--- src/rtl/axi_lite_mmr_master_pkg.sv ---
// Shared types for the AXI-Lite MMR initiator: FSM state encoding and AXI response codes.
package axi_lite_mmr_master_pkg;

  typedef enum logic [1:0] {
    IDLE  = 2'd0,
    WRITE = 2'd1,
    READ  = 2'd2,
    DONE  = 2'd3
  } state_t;

  localparam logic [1:0] AXI_RESP_OKAY   = 2'b00;
  localparam logic [1:0] AXI_RESP_EXOKAY = 2'b01;
  localparam logic [1:0] AXI_RESP_SLVERR = 2'b10;
  localparam logic [1:0] AXI_RESP_DECERR = 2'b11;

endpackage

--- src/rtl/axi_lite_channels.sv ---
// AXI-Lite channel interfaces (AW, W, B, AR, R), each with master and slave modports.
interface axi_lite_write_address_channel #(parameter int ADDR_WIDTH = 32);
  logic [ADDR_WIDTH-1:0] awaddr;
  logic [2:0]            awprot;
  logic                  awvalid;
  logic                  awready;
  modport master (output awaddr, awprot, awvalid, input awready);
  modport slave  (input awaddr, awprot, awvalid, output awready);
endinterface

interface axi_lite_write_channel #(parameter int DATA_WIDTH = 32);
  logic [DATA_WIDTH-1:0]   wdata;
  logic [DATA_WIDTH/8-1:0] wstrb;
  logic                    wvalid;
  logic                    wready;
  modport master (output wdata, wstrb, wvalid, input wready);
  modport slave  (input wdata, wstrb, wvalid, output wready);
endinterface

interface axi_lite_write_response_channel;
  logic [1:0] bresp;
  logic       bvalid;
  logic       bready;
  modport master (input bresp, bvalid, output bready);
  modport slave  (output bresp, bvalid, input bready);
endinterface

interface axi_lite_read_address_channel #(parameter int ADDR_WIDTH = 32);
  logic [ADDR_WIDTH-1:0] araddr;
  logic [2:0]            arprot;
  logic                  arvalid;
  logic                  arready;
  modport master (output araddr, arprot, arvalid, input arready);
  modport slave  (input araddr, arprot, arvalid, output arready);
endinterface

interface axi_lite_read_channel #(parameter int DATA_WIDTH = 32);
  logic [DATA_WIDTH-1:0] rdata;
  logic [1:0]            rresp;
  logic                  rvalid;
  logic                  rready;
  modport master (input rdata, rresp, rvalid, output rready);
  modport slave  (output rdata, rresp, rvalid, input rready);
endinterface

--- src/rtl/axi_lite_mmr_master.sv ---
// Single-outstanding request/response port to AXI-Lite initiator.
// Optional statistics counters are built when AXI_LITE_MMR_MASTER_STATS_EN is defined.
module axi_lite_mmr_master
  import axi_lite_mmr_master_pkg::*;
#(
  parameter int ADDR_WIDTH = 32,
  parameter int DATA_WIDTH = 32,
  parameter int STAT_WIDTH = 16
) (
  input  logic                  clock,
  input  logic                  reset_n,
  input  logic                  req_valid,
  output logic                  req_ready,
  input  logic                  req_write,
  input  logic [ADDR_WIDTH-1:0] req_addr,
  input  logic [DATA_WIDTH-1:0] req_wdata,
  input  logic [3:0]            req_wstrb,
  output logic                  resp_valid,
  output logic [DATA_WIDTH-1:0] resp_rdata,
  output logic [1:0]            resp_code,
  axi_lite_write_address_channel.master  axi_aw,
  axi_lite_write_channel.master          axi_w,
  axi_lite_write_response_channel.master axi_b,
  axi_lite_read_address_channel.master   axi_ar,
  axi_lite_read_channel.master           axi_r,
  output logic [STAT_WIDTH-1:0] stat_wr_count,
  output logic [STAT_WIDTH-1:0] stat_rd_count,
  output logic [STAT_WIDTH-1:0] stat_err_count
);

  state_t                  r_state;
  state_t                  w_next_state;
  logic [ADDR_WIDTH-1:2]   r_addr;
  logic [DATA_WIDTH-1:0]   r_wdata;
  logic [3:0]              r_wstrb;
  logic                    r_aw_done;
  logic                    r_w_done;
  logic                    r_ar_done;
  logic [DATA_WIDTH-1:0]   r_rdata;
  logic [1:0]              r_code;

  logic w_req_ready;
  logic w_resp_valid;
  logic w_awvalid;
  logic w_wvalid;
  logic w_bready;
  logic w_arvalid;
  logic w_rready;
  logic w_req_hs;
  logic w_aw_hs;
  logic w_w_hs;
  logic w_b_hs;
  logic w_ar_hs;
  logic w_r_hs;
  // Byte-lane bits of the request address are dropped: accesses are word aligned.
  logic w_unused_addr_lsbs;

  assign w_unused_addr_lsbs = ^req_addr[1:0];

  assign w_req_hs = req_valid & w_req_ready;
  assign w_aw_hs  = w_awvalid & axi_aw.awready;
  assign w_w_hs   = w_wvalid & axi_w.wready;
  assign w_b_hs   = w_bready & axi_b.bvalid;
  assign w_ar_hs  = w_arvalid & axi_ar.arready;
  assign w_r_hs   = w_rready & axi_r.rvalid;

  always_ff @(posedge clock) begin
    if (!reset_n) r_state <= IDLE;
    else          r_state <= w_next_state;
  end

  always_comb begin
    w_next_state = r_state;
    case (r_state)
      IDLE:    if (w_req_hs) w_next_state = req_write ? WRITE : READ;
      WRITE:   if (w_b_hs)   w_next_state = DONE;
      READ:    if (w_r_hs)   w_next_state = DONE;
      DONE:    w_next_state = IDLE;
      default: w_next_state = IDLE;
    endcase
  end

  always_comb begin
    w_req_ready  = 1'b0;
    w_resp_valid = 1'b0;
    w_awvalid    = 1'b0;
    w_wvalid     = 1'b0;
    w_bready     = 1'b0;
    w_arvalid    = 1'b0;
    w_rready     = 1'b0;
    case (r_state)
      IDLE:  w_req_ready = reset_n;
      WRITE: begin
        w_awvalid = ~r_aw_done;
        w_wvalid  = ~r_w_done;
        w_bready  = 1'b1;
      end
      READ: begin
        w_arvalid = ~r_ar_done;
        w_rready  = 1'b1;
      end
      DONE:    w_resp_valid = 1'b1;
      default: ;
    endcase
  end

  // Per-channel completion flags let AW and W handshake independently.
  always_ff @(posedge clock) begin
    if (!reset_n) begin
      r_aw_done <= 1'b0;
      r_w_done  <= 1'b0;
      r_ar_done <= 1'b0;
    end else if (w_req_hs) begin
      r_aw_done <= 1'b0;
      r_w_done  <= 1'b0;
      r_ar_done <= 1'b0;
    end else begin
      if (w_aw_hs) r_aw_done <= 1'b1;
      if (w_w_hs)  r_w_done  <= 1'b1;
      if (w_ar_hs) r_ar_done <= 1'b1;
    end
  end

  always_ff @(posedge clock) begin
    if (w_req_hs) begin
      r_addr  <= req_addr[ADDR_WIDTH-1:2];
      r_wdata <= req_wdata;
      r_wstrb <= req_wstrb;
    end
  end

  always_ff @(posedge clock) begin
    if (!reset_n) begin
      r_rdata <= '0;
      r_code  <= AXI_RESP_OKAY;
    end else if (w_b_hs) begin
      r_rdata <= '0;
      r_code  <= axi_b.bresp;
    end else if (w_r_hs) begin
      r_rdata <= axi_r.rdata;
      r_code  <= axi_r.rresp;
    end
  end

  assign req_ready      = w_req_ready;
  assign resp_valid     = w_resp_valid;
  assign resp_rdata     = r_rdata;
  assign resp_code      = r_code;

  assign axi_aw.awaddr  = {r_addr, 2'b00};
  assign axi_aw.awprot  = 3'b000;
  assign axi_aw.awvalid = w_awvalid;
  assign axi_w.wdata    = r_wdata;
  assign axi_w.wstrb    = r_wstrb;
  assign axi_w.wvalid   = w_wvalid;
  assign axi_b.bready   = w_bready;
  assign axi_ar.araddr  = {r_addr, 2'b00};
  assign axi_ar.arprot  = 3'b000;
  assign axi_ar.arvalid = w_arvalid;
  assign axi_r.rready   = w_rready;

`ifdef AXI_LITE_MMR_MASTER_STATS_EN
  logic                  r_write;
  logic [STAT_WIDTH-1:0] r_wr_count;
  logic [STAT_WIDTH-1:0] r_rd_count;
  logic [STAT_WIDTH-1:0] r_err_count;

  always_ff @(posedge clock) begin
    if (w_req_hs) r_write <= req_write;
  end

  always_ff @(posedge clock) begin
    if (!reset_n) begin
      r_wr_count  <= '0;
      r_rd_count  <= '0;
      r_err_count <= '0;
    end else if (r_state == DONE) begin
      if (r_write) r_wr_count <= r_wr_count + 1'b1;
      else         r_rd_count <= r_rd_count + 1'b1;
      if (r_code != AXI_RESP_OKAY) r_err_count <= r_err_count + 1'b1;
    end
  end

  assign stat_wr_count  = r_wr_count;
  assign stat_rd_count  = r_rd_count;
  assign stat_err_count = r_err_count;
`else
  assign stat_wr_count  = '0;
  assign stat_rd_count  = '0;
  assign stat_err_count = '0;
`endif

endmodule
--- src/flat_wrapper.sv ---
// flat-port wrapper written by rule: the top's interface ports become plain ports
module axi_lite_mmr_master_flat import axi_lite_mmr_master_pkg::*;
#(
  parameter int ADDR_WIDTH = 32,
  parameter int DATA_WIDTH = 32,
  parameter int STAT_WIDTH = 16
)
  (clock, reset_n, req_valid, req_ready, req_write, req_addr, req_wdata, req_wstrb, resp_valid, resp_rdata, resp_code, stat_wr_count, stat_rd_count, stat_err_count, axi_aw_awaddr, axi_aw_awprot, axi_aw_awvalid, axi_aw_awready, axi_w_wdata, axi_w_wstrb, axi_w_wvalid, axi_w_wready, axi_b_bresp, axi_b_bvalid, axi_b_bready, axi_ar_araddr, axi_ar_arprot, axi_ar_arvalid, axi_ar_arready, axi_r_rdata, axi_r_rresp, axi_r_rvalid, axi_r_rready);
  axi_lite_write_address_channel #(.ADDR_WIDTH(ADDR_WIDTH)) axi_aw_i ();
  axi_lite_write_channel #(.DATA_WIDTH(DATA_WIDTH)) axi_w_i ();
  axi_lite_write_response_channel axi_b_i ();
  axi_lite_read_address_channel #(.ADDR_WIDTH(ADDR_WIDTH)) axi_ar_i ();
  axi_lite_read_channel #(.DATA_WIDTH(DATA_WIDTH)) axi_r_i ();
  input  logic clock;
  input  logic reset_n;
  input  logic req_valid;
  output logic req_ready;
  input  logic req_write;
  input  logic [ADDR_WIDTH-1:0] req_addr;
  input  logic [DATA_WIDTH-1:0] req_wdata;
  input  logic [3:0] req_wstrb;
  output logic resp_valid;
  output logic [DATA_WIDTH-1:0] resp_rdata;
  output logic [1:0] resp_code;
  output logic [STAT_WIDTH-1:0] stat_wr_count;
  output logic [STAT_WIDTH-1:0] stat_rd_count;
  output logic [STAT_WIDTH-1:0] stat_err_count;
  output wire logic [$bits(axi_aw_i.awaddr)-1:0] axi_aw_awaddr;
  output wire logic [$bits(axi_aw_i.awprot)-1:0] axi_aw_awprot;
  output wire logic [$bits(axi_aw_i.awvalid)-1:0] axi_aw_awvalid;
  input wire logic [$bits(axi_aw_i.awready)-1:0] axi_aw_awready;
  output wire logic [$bits(axi_w_i.wdata)-1:0] axi_w_wdata;
  output wire logic [$bits(axi_w_i.wstrb)-1:0] axi_w_wstrb;
  output wire logic [$bits(axi_w_i.wvalid)-1:0] axi_w_wvalid;
  input wire logic [$bits(axi_w_i.wready)-1:0] axi_w_wready;
  input wire logic [$bits(axi_b_i.bresp)-1:0] axi_b_bresp;
  input wire logic [$bits(axi_b_i.bvalid)-1:0] axi_b_bvalid;
  output wire logic [$bits(axi_b_i.bready)-1:0] axi_b_bready;
  output wire logic [$bits(axi_ar_i.araddr)-1:0] axi_ar_araddr;
  output wire logic [$bits(axi_ar_i.arprot)-1:0] axi_ar_arprot;
  output wire logic [$bits(axi_ar_i.arvalid)-1:0] axi_ar_arvalid;
  input wire logic [$bits(axi_ar_i.arready)-1:0] axi_ar_arready;
  input wire logic [$bits(axi_r_i.rdata)-1:0] axi_r_rdata;
  input wire logic [$bits(axi_r_i.rresp)-1:0] axi_r_rresp;
  input wire logic [$bits(axi_r_i.rvalid)-1:0] axi_r_rvalid;
  output wire logic [$bits(axi_r_i.rready)-1:0] axi_r_rready;
  assign axi_aw_awaddr = axi_aw_i.awaddr;
  assign axi_aw_awprot = axi_aw_i.awprot;
  assign axi_aw_awvalid = axi_aw_i.awvalid;
  assign axi_aw_i.awready = axi_aw_awready;
  assign axi_w_wdata = axi_w_i.wdata;
  assign axi_w_wstrb = axi_w_i.wstrb;
  assign axi_w_wvalid = axi_w_i.wvalid;
  assign axi_w_i.wready = axi_w_wready;
  assign axi_b_i.bresp = axi_b_bresp;
  assign axi_b_i.bvalid = axi_b_bvalid;
  assign axi_b_bready = axi_b_i.bready;
  assign axi_ar_araddr = axi_ar_i.araddr;
  assign axi_ar_arprot = axi_ar_i.arprot;
  assign axi_ar_arvalid = axi_ar_i.arvalid;
  assign axi_ar_i.arready = axi_ar_arready;
  assign axi_r_i.rdata = axi_r_rdata;
  assign axi_r_i.rresp = axi_r_rresp;
  assign axi_r_i.rvalid = axi_r_rvalid;
  assign axi_r_rready = axi_r_i.rready;
  axi_lite_mmr_master #(.ADDR_WIDTH(ADDR_WIDTH), .DATA_WIDTH(DATA_WIDTH), .STAT_WIDTH(STAT_WIDTH)) u_core (.clock(clock), .reset_n(reset_n), .req_valid(req_valid), .req_ready(req_ready), .req_write(req_write), .req_addr(req_addr), .req_wdata(req_wdata), .req_wstrb(req_wstrb), .resp_valid(resp_valid), .resp_rdata(resp_rdata), .resp_code(resp_code), .axi_aw(axi_aw_i), .axi_w(axi_w_i), .axi_b(axi_b_i), .axi_ar(axi_ar_i), .axi_r(axi_r_i), .stat_wr_count(stat_wr_count), .stat_rd_count(stat_rd_count), .stat_err_count(stat_err_count));
endmodule
--- config.mk ---
export PLATFORM = sky130hd
export DESIGN_NAME = axi_lite_mmr_master_flat
export DESIGN_NICKNAME = d
export VERILOG_FILES = /design/src/rtl/axi_lite_mmr_master_pkg.sv /design/src/rtl/axi_lite_channels.sv /design/src/rtl/axi_lite_mmr_master.sv /design/src/flat_wrapper.sv
export SDC_FILE = /design/constraint.sdc
export NUM_CORES = 1
export LEC_CHECK = 0
export ABC_AREA = 1
export CAP_MARGIN = 20
export CORE_MARGIN = 2
export CORE_UTILIZATION = 25
export CTS_CLUSTER_SIZE = 10
export DETAILED_ROUTE_END_ITERATION = 10
export GPL_TIMING_DRIVEN = 0
export PLACE_DENSITY = 0.69
export SLEW_MARGIN = 25
export SYNTH_ARGS = -nofsm -noshare
export SYNTH_HDL_FRONTEND = slang
export SYNTH_SLANG_ARGS = --single-unit
--- constraint.sdc ---
create_clock -name clock -period 10.05 [get_ports clock]
set_clock_uncertainty 0.05 [all_clocks]
set_input_delay 2.01 -clock clock [delete_from_list [all_inputs] [get_ports clock]]
set_output_delay 2.01 -clock clock [all_outputs]
set_load 0.1 [all_outputs]
; ---- Yosys cells after proc, flatten, opt, wreduce, memory -nomap -nowiden
; Cells that the tools add are included.
; W data, S select, Z words.
[totals]
ff_bits = 105
latch_bits = 0
mem_bits_rw = 0
mem_bits_ro = 0
input_bits = 113
output_inout_bits = 195
word_cells = 44
memories = 0
[classes]
addsub = 0
mul = 0
n_div = 0
n_lt_le_gt_ge = 0
eq_ne = 6
n_shift = 0
muxes = 14
bitwise = 10
reduce_logical = 5
[ops]
columns = operator, n
row1 = $mux W2, 6
row2 = $pmux W2 S4, 1
row3 = $mux W1, 7
row4 = $and A1 B1 Y1, 6
row5 = $ne A2 B1 Y1 const B, 3
row6 = $eq A2 B2 Y1 const B, 2
row7 = $not A1 Y1, 4
row8 = $reduce_or A2 Y1, 2
row9 = $reduce_and A3 Y1, 1
row10 = $eq A2 B1 Y1 const B, 1
row11 = $logic_not A2 Y1, 1
row12 = $reduce_bool A2 Y1, 1

; ---- Logic depth before layout (Yosys ltp)
; Gate-level depths: netlist (run 1).
[logic_depth]
word_depth = 5
depth_mapped = 9
ltp_nobuf = 9

; ---- Worst setup path after synthesis (run 1)
; Ideal clock, no wire load.
[synth_timing]
path_type = input-to-reg
from = input reset_n
to = register u_core.r_wdata[0], in the netlist u_core.axi_w.wdata[0], enable pin
setup_ps = 491
t_arrival_ps = 4839
slack_ps = 4670
cell_stages = 2
n_path_buf = 0
path_cell_list = nand2_1 nor2_1
[synth_via]
elab_chain_cells = 2
[synth_lines]
columns = element, line
row1 = start: declaration, flat_wrapper.sv:15  ; input logic reset_n;
row2 = $mux W1, axi_lite_mmr_master.sv:91  ; case (r_state)
row3 = $and A1 B1 Y1, axi_lite_mmr_master.sv:60  ; assign w_req_hs = req_valid & w_req_ready;
row4 = named net u_core.w_req_hs, axi_lite_mmr_master.sv:49  ; logic w_req_hs;
row5 = end signal: assignment, axi_lite_mmr_master.sv:127  ; r_wdata <= req_wdata;
row6 = end: declaration, axi_lite_mmr_master.sv:34  ; logic [DATA_WIDTH-1:0] r_wdata;
; The timed path passes the listed nets, and every way through them passes these cells.
; A chain may end at the register's enable or synchronous reset.

; ---- Worst setup path after layout (run 1)
[layout_timing]
from = input reset_n
to = output req_ready
[layout_via]
elab_chain_cells = 1
[layout_lines]
columns = element, line
row1 = $mux W1, axi_lite_mmr_master.sv:91
row2 = end: declaration, flat_wrapper.sv:17  ; output logic req_ready;
; Every way passes these cells.

==> impl_metrics.yaml, run 1 <==
cts:
  cts_sinks: 105
  cts_buffers: 9
  clk_pin_slew_ns: 0.08
  hold_buffers: 0
  worstSkewPairLatency_ns: 0.35
  h-tree-depth: 3
  cts_post_setup_buffers_inserted: 0
  post_cts_resized: 0
  tritoncts: "done"
  cts_buffer_depth: 2
  root_buffer: "clkbuf_16"
yosys:
  synthXorXnorAreaFrac_pct: 0
  synth_top_area_share_pct: 46.5
  synthFlopType: "edfxtp_1"
  synth_area_leader_cell: "edfxtp_1"
  synthMuxAreaShare_pct: 0
  seq_area_frac_synth_pct: 64.8
  synth_top_family_by_area: "buffers and inverters"
  syn_area_sq_mm: 0.00426
  synth_compound_area_share_pct: 6.46
  yosysUniqueCellTypes: 18
  yosysWarnings: 0
  synthAdderAreaFrac_pct: 1.47
  synth_area_leaders: "edfxtp_1, dfxtp_1, buf_4, nand2_1, a21oi_2"
  synthSimpleGateAreaFrac_pct: 8.89
  syn_inst: 358
  synthArstFlopShare_pct: 0
  syn_area_per_cell_sq_um: 11.9
  ys_seq_elements: 105
  synth_edf_count: 66
grt:
  grt_pass1_vias: 2999
  use_met2_pct: 21.2
  antenna_found_initial: 1
  grt_usage_pct: 12.1
  use_met1_pct: 13.0
  grt_max_degree: 29
  grt-busiest-layer: "met2"
  grt_pass1_wl_mm: 16.7
  grt_util_met3_pct: 5.07
  gr-total-overflow: 0
detailed_routing:
  drcViolationCount: 0
  routed_wl_mm: 11.4
  dr.pass1.iters: 4
  drt_iter0_markers: 112
  routed_via_density: 3.64
  ant_nets: 0
  num_vias: 3272
  wire_per_inst_microns: 12.6
timing:
  fin_crit_sh_pct: 60.8
  holdWs_ns: 0.416
  slew_headroom_pct: 31.1
  finalHoldViolations: 0
  min_period_ns: 6.11
  rsz0062_at_grt: "false"
  final.setup.worst_slack_ns: 3.94
  setup_tns_ns: 0
  tightest_slew_ns: 1.03
  max_freq_ghz: 0.164
  report.final.slew_viol_count: 0
  setup_violations: 0
power:
  p_per_area_mw_per_mm2: 236
  ir_worst_vdd_mv: 0.119
  p_leak_nw: 2.99
  p_total_mw: 1.79
floorplan:
  num_rows: 47
  initial_core_util_pct: 25.6
  die_area_sq_mm: 0.0181
  core_sq_mm: 0.0166
  io_pins: 308
  die_x_microns: 135
  fp.dieH_microns: 135
worst_setup_path:
  crit_type: "in -> out"
  endpoint_kind: "output pin"
  cp_max_fo: 8
  critPathMostFrequentCell: "clkdlybuf4s50_1"
  crit_path_start_kind: "input port"
  crit_required_ns: 7.99
  cp_cell_sequence: "clkdlybuf4s50_1 -> nand2_1 -> inv_1 -> clkdlybuf4s50_1"
  slowest_delay_ns: 1.15
  crit_slowest_cell: "clkdlybuf4s50_1"
  crit_arrival_ns: 4.05
cells_and_area:
  ff_latch_area_sq_mm: 0.00276
  synthToLayoutAreaGrowth_pct: 77.8
  drive_gt1_share_pct: 20.6
  multiInputGateArea_sq_um: 942
  nets: 793
  diodes: 0
  final_core_util_pct: 45.5
  design_area_sq_mm: 0.00758
  fin_cells: 900
  n_fill_cell: 1558
hold_path:
  hp-class: "reg -> reg"
place:
  placed_cells: 884
  dp_worst_setup_slack_ns: 3.94
  dp_hpwl_mm: 9.28
  gp_congestion: 0.729
  io_buffers: 247
  placed_area_sq_mm: 0.00727
status:
  status: "finished clean"
run:
  drv_cap: 0
## kinds of logic after synthesis
logic type	Yosys count
adders and majority gates	5
buffers and inverters	110
and+or+nand+nor	97
other	1
AOI/OAI and AO/OA	40
DFF	105
## cell usage after synthesis (2+ instances only)
cell / n
a21oi_1: 16
buf_2: 4
a21oi_2: 20
buf_6: 3
buf_4: 90
ha_1: 5
nor3_1: 4
nand2_2: 2
dfxtp_1: 39
inv_1: 12
nor2_1: 13
edfxtp_1: 66
nand2_1: 76
o21ai_0: 4
## final cells by class
cell class	instances	share of cell area, %
Tap cell	220	3.63
Clock buffer	9	2.97
Buffer	97	9.62
Clock inverter	7	1.09
Timing Repair Buffer	249	33.1
Sequential cell	105	36.4
Inverter	13	0.660
Multi-Input combinational cell	200	12.4
## cells in the final DEF, fill, tap and decap left out, types with 2 or more instances in the layout
master           Yosys  layout
edfxtp_1            66      66
buf_6                3       3
a21oi_1             16      16
dfxtp_1             39      39
buf_2                4       4
nor3_1               4       4
ha_1                 5       5
clkinv_8             0       2
o21ai_0              4       4
inv_8                0       3
inv_1               12      12
clkbuf_16            0       9
nor2_1              13      12
nand2_1             76      76
clkdlybuf4s50_1      0     247
a21oi_2             20      20
nand2_2              2       2
buf_12               0       2
conb_1               1      58
buf_4               90      90
## final timing paths
| path | slack [ns] | from | end | cells past startpoint |
|---|---|---|---|---|
| worst max-delay path | 3.94 | reset_n | req_ready | 4 |
| worst max register to register | 8.25 | u_core.r_state[0] | u_core.r_addr[2] | 5 |
| worst min register to register | 0.42 | u_core.resp_rdata[4] | u_core.resp_rdata[4] | 2 |
| worst min-delay path | 0.42 | u_core.resp_rdata[4] | u_core.resp_rdata[4] | 2 |
## critical path: cells and delay by family
| family | cells | cell delay, ns |
|---|---|---|
| buf+inv | 3 | 1.86 |
| simple gates | 1 | 0.16 |
## flip-flops by register name (all words and copies together), names as in the netlist
signal and flops:
u_core.axi_w.wdata 32, u_core.r_aw_done 1, u_core.r_w_done 1, u_core.r_ar_done 1, u_core.r_state 2, u_core.resp_code 2
u_core.resp_rdata 32, u_core.axi_w.wstrb 4, u_core.r_addr 30
## metal layers
metal,wire [microns],vias to the layer above
li1,-,1662
met1,4110,1418
met2,5830,173
met3,1180,17
met4,228,2
met5,13,-
## power by group
group          total [mW]  internal [mW]  switching (mW)  leakage, nW
logic               0.896          0.212           0.684         1.91
registers           0.537          0.516          0.0209        0.926
clock network       0.355          0.178           0.177        0.147
No activity file was read; power rests on OpenSTA's default activity.
==> run 2: changes to the inputs <==
Clock period 10.05 ns to 6.2 ns, I/O delays scaled along.
==> results of run 2 <==
The final DEF is identical to that of run 1. Status: finished clean.
Among the figures that moved: setup slack after placement 3.94 ns -> 1.63 ns; setup slack after layout 3.94 ns -> 1.63 ns; register-to-register setup slack 8.25 ns -> 4.40 ns; total power 1.79 mW -> 2.90 mW; worst IR drop on VDD 0.119 mV -> 0.193 mV
==> run 3: changes to the inputs <==
Clock period 6.2 ns to 4.6 ns, I/O delays scaled along.
==> results of run 3 <==
The final DEF is identical to that of run 1. Status: finished clean.
Among the figures that moved: setup slack after placement 3.94 ns -> 0.674 ns; setup slack after layout 3.94 ns -> 0.672 ns; register-to-register setup slack 8.25 ns -> 2.80 ns; total power 1.79 mW -> 3.91 mW; worst IR drop on VDD 0.119 mV -> 0.260 mV
